**config.mk**
```make
export PLATFORM = sky130hd
export DESIGN_NAME = robo_seguidor_param
export DESIGN_NICKNAME = d
export VERILOG_FILES = /design/src/rtl/robo_seguidor_param.sv
export SDC_FILE = /design/constraint.sdc
export NUM_CORES = 1
export LEC_CHECK = 0
export CAP_MARGIN = 20
export CORE_ASPECT_RATIO = 0.5
export CORE_MARGIN = 2
export CORE_UTILIZATION = 54
export CTS_CLUSTER_DIAMETER = 80
export DETAILED_ROUTE_END_ITERATION = 10
export PLACE_DENSITY = 0.71
export SYNTH_ARGS = -nofsm -noshare
export SYNTH_HDL_FRONTEND = slang
export SYNTH_SLANG_ARGS = --single-unit
```
**constraint.sdc**
```tcl
create_clock -name clock -period 5.4 [get_ports clock]
set_input_delay 1.35 -clock clock [delete_from_list [all_inputs] [get_ports clock]]
set_output_delay 1.35 -clock clock [all_outputs]
set_load 0.02 [all_outputs]
```
**src/rtl/robo_seguidor_param.sv**
```systemverilog
// Wall-following robot controller: synchronised, debounced head/left sensors feeding a Moore FSM
// with left-wall gap tolerance, rotation timeout, back-up manoeuvre and pause. Optional macro: ODOMETRIA_EN.
//
// state        | meaning
// PROCURANDO   | no wall known, drive forward looking for one
// ROTACIONANDO | wall ahead, rotate in place until the left wall is found or timeout
// ACOMPANHANDO | left wall present, drive forward alongside it
// RECUANDO     | rotation timed out, back up for REC_LEN cycles
module robo_seguidor_param #(
   parameter int DEB_LEN  = 4,
   parameter int ROT_MAX  = 16,
   parameter int LOST_MAX = 8,
   parameter int REC_LEN  = 6,
   parameter int CNT_W    = 16
) (
   input  logic             clock,
   input  logic             reset,
   input  logic             head,
   input  logic             left,
   input  logic             pausa,
`ifdef ODOMETRIA_EN
   input  logic             zerar_passos,
   output logic [CNT_W-1:0] passos,
`endif
   output logic             avancar,
   output logic             girar,
   output logic             recuar,
   output logic [1:0]       estado
);

   typedef enum logic [1:0] {
      PROCURANDO   = 2'b00,
      ROTACIONANDO = 2'b01,
      ACOMPANHANDO = 2'b10,
      RECUANDO     = 2'b11
   } state_t;

   localparam logic [CNT_W-1:0] DEB_TC   = CNT_W'(DEB_LEN - 1);
   localparam logic [CNT_W-1:0] ROT_TC   = CNT_W'(ROT_MAX - 1);
   localparam logic [CNT_W-1:0] LOST_TC  = CNT_W'(LOST_MAX - 1);
   localparam logic [CNT_W-1:0] REC_TC   = CNT_W'(REC_LEN - 1);

   // index 1 = head, index 0 = left
   logic [1:0]       r_sync1;
   logic [1:0]       r_sync2;
   logic [1:0]       r_filt;
   logic [CNT_W-1:0] r_deb_cnt [2];

   logic             w_hf;
   logic             w_lf;

   state_t           r_state;
   state_t           w_next;
   logic [CNT_W-1:0] r_rot_cnt;
   logic [CNT_W-1:0] r_perda_cnt;
   logic [CNT_W-1:0] r_rec_cnt;
   logic [CNT_W-1:0] w_rot_cnt;
   logic [CNT_W-1:0] w_perda_cnt;
   logic [CNT_W-1:0] w_rec_cnt;

   logic             r_avancar;
   logic             r_girar;
   logic             r_recuar;
   logic             w_avancar;
   logic             w_girar;
   logic             w_recuar;

   always_ff @(posedge clock or posedge reset) begin
      if (reset) begin
         r_sync1 <= 2'b00;
         r_sync2 <= 2'b00;
         r_filt  <= 2'b00;
         for (int i = 0; i < 2; i++) r_deb_cnt[i] <= '0;
      end else begin
         r_sync1 <= {head, left};
         r_sync2 <= r_sync1;
         for (int i = 0; i < 2; i++) begin
            if (r_sync2[i] == r_filt[i]) begin
               r_deb_cnt[i] <= '0;
            end else if (r_deb_cnt[i] == DEB_TC) begin
               r_filt[i]    <= r_sync2[i];
               r_deb_cnt[i] <= '0;
            end else begin
               r_deb_cnt[i] <= r_deb_cnt[i] + 1'b1;
            end
         end
      end
   end

   assign w_hf = r_filt[1];
   assign w_lf = r_filt[0];

   always_comb begin
      w_next      = r_state;
      w_rot_cnt   = r_rot_cnt;
      w_perda_cnt = r_perda_cnt;
      w_rec_cnt   = r_rec_cnt;
      case (r_state)
         PROCURANDO: begin
            if (w_hf)      w_next = ROTACIONANDO;
            else if (w_lf) w_next = ACOMPANHANDO;
         end
         ROTACIONANDO: begin
            if (!w_hf && w_lf)            w_next = ACOMPANHANDO;
            else if (r_rot_cnt == ROT_TC) w_next = RECUANDO;
            else                          w_rot_cnt = r_rot_cnt + 1'b1;
         end
         ACOMPANHANDO: begin
            if (w_hf)                          w_next = ROTACIONANDO;
            else if (w_lf)                     w_perda_cnt = '0;
            else if (r_perda_cnt == LOST_TC)   w_next = PROCURANDO;
            else                               w_perda_cnt = r_perda_cnt + 1'b1;
         end
         RECUANDO: begin
            if (r_rec_cnt == REC_TC) w_next = ROTACIONANDO;
            else                     w_rec_cnt = r_rec_cnt + 1'b1;
         end
         default: w_next = PROCURANDO;
      endcase
      // every state change starts the entered state's counter from zero
      if (w_next != r_state) begin
         w_rot_cnt   = '0;
         w_perda_cnt = '0;
         w_rec_cnt   = '0;
      end
      w_avancar = !pausa && (w_next == PROCURANDO || w_next == ACOMPANHANDO);
      w_girar   = !pausa && (w_next == ROTACIONANDO);
      w_recuar  = !pausa && (w_next == RECUANDO);
   end

   always_ff @(posedge clock or posedge reset) begin
      if (reset) begin
         r_state     <= PROCURANDO;
         r_rot_cnt   <= '0;
         r_perda_cnt <= '0;
         r_rec_cnt   <= '0;
         r_avancar   <= 1'b0;
         r_girar     <= 1'b0;
         r_recuar    <= 1'b0;
      end else begin
         if (!pausa) begin
            r_state     <= w_next;
            r_rot_cnt   <= w_rot_cnt;
            r_perda_cnt <= w_perda_cnt;
            r_rec_cnt   <= w_rec_cnt;
         end
         r_avancar <= w_avancar;
         r_girar   <= w_girar;
         r_recuar  <= w_recuar;
      end
   end

   assign avancar = r_avancar;
   assign girar   = r_girar;
   assign recuar  = r_recuar;
   assign estado  = r_state;

`ifdef ODOMETRIA_EN
   logic [CNT_W-1:0] r_passos;

   always_ff @(posedge clock or posedge reset) begin
      if (reset)                                       r_passos <= '0;
      else if (zerar_passos)                           r_passos <= '0;
      else if (!pausa && r_avancar && r_passos != '1)  r_passos <= r_passos + 1'b1;
   end

   assign passos = r_passos;
`endif

endmodule
```
==> results of run 1 <==
[cell type report]
class,instances,area share
Timing Repair Buffer,14,0.0240
Tap cell,117,0.0275
Clock buffer,11,0.0438
Inverter,13,0.00941
Clock inverter,5,0.0146
Sequential cell,91,0.428
Multi-Input combinational cell,381,0.452
[kinds of logic (layout without fill, tap and decap cells)]
| kind of cell | Yosys count | after routing | share of synthesized area |
|---|---|---|---|
| multiplexers | 2 | 2 | 0.00467 |
| XOR/XNOR | 45 | 45 | 0.0818 |
| AO/OA/AOI/OAI | 78 | 78 | 0.115 |
| adder cells (fa/ha/maj) | 6 | 6 | 0.0156 |
| buffers and inverters | 33 | 43 | 0.0280 |
| flip-flops | 91 | 91 | 0.473 |
| AND/OR/NAND/NOR | 250 | 250 | 0.283 |
[flip-flops by register name, summed over array words and instances (netlist names)]
signal	count
r_deb_cnt	32
r_rot_cnt	16
estado	2
r_sync2	2
r_rec_cnt	16
girar	1
r_sync1	2
r_filt	2
r_perda_cnt	16
recuar	1
avancar	1
[worst paths after layout]
check | slack [ps] | to | from
min in group asynchronous | 1420 | r_sync1[0] | reset
max in group asynchronous | 2870 | r_rot_cnt[7] | reset
hold / removal | 370 | r_sync2[1] | r_sync1[1]
setup / recovery | 2140 | r_rot_cnt[15] | pausa
setup reg to reg | 2490 | r_rot_cnt[15] | r_rec_cnt[1]
hold reg to reg | 370 | r_sync2[1] | r_sync1[1]
[placed cells by master, fill, tap and decap left out, types with 15 or more instances in the layout]
cell type | Yosys | final
nand3_1 | 26 | 26
a21oi_1 | 22 | 22
nor4_1 | 19 | 19
nor2_1 | 57 | 57
xnor2_1 | 30 | 30
nand4_1 | 17 | 17
xor2_1 | 15 | 15
nand2_1 | 40 | 40
nor3_1 | 16 | 16
dfrtp_1 | 91 | 91
o21ai_0 | 18 | 18
[stage by stage]
step,area (sq um),instances,hold WS (ps)
final,5320,632,373
after global routing,5320,632,379
after CTS,5320,632,377
after detailed placement,5010,616,354
after global placement,5000,615,336
after floorplan,4820,505,331
[cells in the mapped netlist (3+ instances only)]
master and number:
and4_1 8, nor3_1 16, ha_1 6, nand2b_1 3, nor4b_1 5, nand4_1 17, xor2_1 15, buf_2 3
nor3b_1 3, or3_1 13, and3_1 8, nand2_1 40, nor2_1 57, nor4_1 19, o31ai_1 8, a22o_1 6
o21ai_0 18, and2_1 5, clkbuf_1 14, a21oi_1 22, or2_2 4, dfrtp_1 91, inv_1 13, nand3_1 26
a21o_1 3, xnor2_1 30, or4_1 13
[power by group through the flow]
stage | registers, mW | logic (mW) | clock network [mW]
after floorplan | 0.837 | 0.462 | 0
after global placement | 0.862 | 0.593 | 0
after detailed placement | 0.863 | 0.600 | 0
after CTS | 0.853 | 0.602 | 0.671
after global routing | 0.872 | 0.670 | 0.703
final | 0.852 | 0.595 | 0.655
[layer usage]
layer	track usage	vias up
li1	-	1847
met1	0.303	1805
met2	0.315	46
met3	0.0530	7
met4	0.0790	0
met5	0	-
==> results.sh, run 1 <==
export IMPL_routed_wl_mm=9.41
export IMPL_antenna_found_initial=0
export IMPL_synth_ff_type="dfrtp_1"
export IMPL_drv_slew=0
export IMPL_grt_max_degree=53
export IMPL_initial_core_util=0.555
export IMPL_final_util=0.613
export IMPL_yosysWarnings=0
export IMPL_leakagePower_nw=2.13
export IMPL_ir_worst_vdd_mv=0.192
export IMPL_outcome="completed"
export IMPL_layout_setup_ws_ps=2140
export IMPL_grtUsageTotal=0.212
export IMPL_dp_slack_ps=1800
export IMPL_yosys_area_top_type_share=0.473
export IMPL_ant_nets=0
export IMPL_power_density_nw_per_um2=395
export IMPL_grt_pass1_wl_mm=16.3
export IMPL_drt_first_pass_iters=4
export IMPL_drt_met1_wl_mm=4.79
export IMPL_cp_top_family="simple AND/OR/NAND/NOR gates"
export IMPL_postCtsResizedCells=0
export IMPL_die_area_sq_um=9740
export IMPL_cp_depth=4
export IMPL_max_freq_ghz=0.307
export IMPL_async_flop_share=1.00
export IMPL_clockBufferDepth=2
export IMPL_hold_depth=0
export IMPL_hold_buffers=0
export IMPL_drtIter0Drc=209
export IMPL_syn_to_final_growth_pct=10.4
export IMPL_grt_pass1_vias=3378
export IMPL_slowest_delay_ps=810
export IMPL_fin_crit_ps=3260
export IMPL_cts_setup_buffers=0
export IMPL_cts_buffers=9
export IMPL_avgSynthCellArea_sq_um=9.54
export IMPL_cts_root_buf="clkbuf_16"
export IMPL_dr_max_layer_used="met4"
export IMPL_reg2regPathDepth=7
export IMPL_final_layout_size_suffix_gt1_frac=0.0699
export IMPL_p_comb_frac=0.283
export IMPL_maxCapViolCount=0
export IMPL_synth_cells=505
export IMPL_sw_frac_of_total=0.350
export IMPL_die_y_um=70.8
export IMPL_diodes=0
export IMPL_worst_pin_slew_ps=941
export IMPL_core_area_sq_um=8680
export IMPL_startpoint_type="primary input"
export IMPL_portBuffers=9
export IMPL_pin_count=10
export IMPL_final_setup_viol_count=0
export IMPL_seq_area_sq_um=2280
export IMPL_wl_met3_um=328
export IMPL_timing_final_crit_share=0.604
export IMPL_p_int_mw=1.37
export IMPL_fin_setup_tns_ps=0
export IMPL_cts_tree="done"
export IMPL_worstSkewPairLatency_ps=340
export IMPL_fin_skew_ps=6.11
export IMPL_arrival_ps=3530
export IMPL_rsz0062_at_grt="no"
export IMPL_synth_edff_count=0
export IMPL_synth_area_sq_um=4820
export IMPL_synth_top_area_cell="dfrtp_1"
export IMPL_critical_path_buf_inv_count=1
export IMPL_vias=3705
export IMPL_path_clk_slew_ps=60
export IMPL_synth_yosys_seq_area_share=0.473
export IMPL_pwr_share_seq=0.405
export IMPL_gr_total_overflow=0
export IMPL_clkPwrFrac=0.311
export IMPL_slowest_stage="or4_1"
export IMPL_dr_wl_met2_mm=4.22
export IMPL_multi_input_area_sq_um=2410
export IMPL_ys_types=55
export IMPL_total_power_mw=2.10
export IMPL_hold_class="reg2reg"
export IMPL_path_common_cell="or4_1"
export IMPL_place_hpwl_mm=6.36
export IMPL_end_kind="register"
export IMPL_htreeDepth=3
export IMPL_fillers=729
export IMPL_cp_cell_sequence="clkdlybuf4s50_1, or4_1, or4_1, a21oi_1"
export IMPL_required_ps=5670
export IMPL_p_switching_mw=0.735
export IMPL_hold_viol=0
export IMPL_route_detailed_drc=0
export IMPL_viasPerCell=5.86
export IMPL_clkSinkCount=91
export IMPL_critPathMaxFanout=12
export IMPL_synth_seq_cells=91
export IMPL_crit_type="in2reg"
export IMPL_nNetsFinal=521
export IMPL_synth_area_leaders="dfrtp_1 (47%), xnor2_1 (5.5%), nor2_1 (4.4%), nand2_1 (3.1%), xor2_1 (2.7%)"
export IMPL_wl_per_cell_um=14.9
export IMPL_syn_num_nets=516
export IMPL_gp_congestion=0.821
export IMPL_std_cell_rows=24
export IMPL_die_w_um=138
export IMPL_relSlewSlack=0.368
Note: power is estimated with default switching activity, not from simulation.
==> run 2, diff against run 1 <==
PLACE_DENSITY = 0.73   (was 0.71)
clock period = 2.8 ns   (was 5.4 ns; I/O delays follow)
==> results.sh, run 2 (synthesized netlist as in run 1, its figures left out) <==
export IMPL_viasPerCell=5.98
export IMPL_ant_nets=0
export IMPL_fillers=717
export IMPL_relSlewSlack=0.480
export IMPL_slowest_stage="or4_1"
export IMPL_final_setup_viol_count=0
export IMPL_gp_congestion=0.883
export IMPL_cts_root_buf="clkbuf_16"
export IMPL_outcome="completed"
export IMPL_core_area_sq_um=8680
export IMPL_vias=3914
export IMPL_mostFrequentLayoutCell="dfrtp_1"
export IMPL_grt_max_degree=24
export IMPL_fin_skew_ps=8.34
export IMPL_startpoint_type="register"
export IMPL_syn_to_final_growth_pct=14.6
export IMPL_hold_depth=0
export IMPL_cp_top_family="simple AND/OR/NAND/NOR gates"
export IMPL_dp_slack_ps=69.7
export IMPL_layout_setup_ws_ps=101
export IMPL_drt_first_pass_iters=4
export IMPL_grt_pass1_wl_mm=17.6
export IMPL_required_ps=3020
export IMPL_worst_pin_slew_ps=777
export IMPL_hold_class="reg2reg"
export IMPL_die_w_um=138
export IMPL_arrival_ps=2920
export IMPL_critical_path_buf_inv_count=0
export IMPL_regMostFlops="r_deb_cnt"
export IMPL_cts_buffers=9
export IMPL_cts_tree="done"
export IMPL_cp_cell_sequence="or4_1, or4_4, a2111o_1, a21oi_4, a21oi_1"
export IMPL_hold_start="r_sync1[1]"
export IMPL_holdPathEnd="r_sync2[1]"
export IMPL_ir_worst_vdd_mv=0.444
export IMPL_slowest_delay_ps=610
export IMPL_r2r_end="r_perda_cnt[10]"
export IMPL_power_density_nw_per_um2=758
export IMPL_crit_path_start="r_rot_cnt[12]"
export IMPL_fin_crit_ps=2700
export IMPL_critPathMaxFanout=8
export IMPL_htreeDepth=3
export IMPL_reg2regPathDepth=5
export IMPL_antenna_found_initial=0
export IMPL_hold_viol=0
export IMPL_initial_core_util=0.555
export IMPL_total_power_mw=4.18
export IMPL_crit_type="reg2reg"
export IMPL_place_hpwl_mm=7.08
export IMPL_cts_setup_buffers=0
export IMPL_hold_buffers=0
export IMPL_rsz0062_at_grt="no"
export IMPL_fin_setup_tns_ps=0
export IMPL_r2r_start="r_rot_cnt[12]"
export IMPL_max_freq_ghz=0.370
export IMPL_final_cell_mix="dfrtp_1 (91), nor2_1 (57), nand2_1 (40)"
export IMPL_final_layout_size_suffix_gt1_frac=0.114
export IMPL_grtUsageTotal=0.230
export IMPL_end_kind="register"
export IMPL_pin_count=10
export IMPL_nNetsFinal=543
export IMPL_leakagePower_nw=2.24
export IMPL_route_detailed_drc=0
export IMPL_die_y_um=70.8
export IMPL_std_cell_rows=24
export IMPL_gr_total_overflow=0
export IMPL_path_clk_slew_ps=70
export IMPL_maxCapViolCount=0
export IMPL_timing_final_crit_share=0.964
export IMPL_portBuffers=9
export IMPL_worstSkewPairLatency_ps=350
export IMPL_diodes=0
export IMPL_postCtsResizedCells=0
export IMPL_clkSinkCount=91
export IMPL_clockBufferDepth=2
export IMPL_ff2ff_setup_slack_ps=100
export IMPL_drtIter0Drc=307
export IMPL_die_area_sq_um=9740
export IMPL_drv_slew=0
export IMPL_routed_wl_mm=10.3
export IMPL_largest_reg_flops=32
export IMPL_grt_pass1_vias=3696
export IMPL_wl_per_cell_um=15.8
run 2: layout make-up:
class	instances	area, sq um	area share
clock buffer	9	225	0.0408
clock inverter	7	76.3	0.0138
inverter	13	52.6	0.00952
multi-input combinational	382	2420	0.438
sequential	91	2280	0.412
tap	117	146	0.0265
timing repair buffer	35	323	0.0585
run 2: worst register-to-register path, cell delays in order (launching register included):
cell and delay (ps):
dfrtp_1 430, or4_1 610, or4_4 590, a2111o_1 560, a21oi_4 310, a21oi_1 80
run 2: how the worst max path moves through the flow:
| stage | endpoint | slack [ps] | cells past startpoint |
|---|---|---|---|
| 2_1_floorplan | r_perda_cnt[10] | 270 | 6 |
| 3_3_place_gp | r_perda_cnt[5] | 150 | 5 |
| 3_5_place_dp | r_perda_cnt[5] | 70 | 5 |
| 4_1_cts | r_perda_cnt[10] | 50 | 5 |
| 5_1_grt | r_perda_cnt[15] | 10 | 5 |
| 6_report | r_perda_cnt[10] | 100 | 5 |
run 2: per-layer routing:
metal / up-vias / track usage / part of all wire
met4: 0 / 0.0699 / 0.014
met2: 82 / 0.357 / 0.47
met5: - / 0 / 0
met3: 18 / 0.0638 / 0.038
li1: 1897 / - / -
met1: 1917 / 0.318 / 0.48
run 2: metrics by stage:
| step | util | instances | instance area [sq um] | hold WS, ps |
|---|---|---|---|---|
| after global routing | 0.636 | 654 | 5520 | 357 |
| after CTS | 0.635 | 653 | 5510 | 353 |
| after global placement | 0.600 | 637 | 5200 | 332 |
| final | 0.636 | 654 | 5520 | 350 |
| after detailed placement | 0.600 | 637 | 5200 | 337 |
| after floorplan | - | 505 | 4820 | 331 |
run 2: where the power goes:
group	leakage (nW)	internal, mW	total [mW]	switching (mW)
registers	1.24	1.45	1.59	0.137
logic	0.853	0.512	1.37	0.861
clock network	0.142	0.698	1.22	0.527
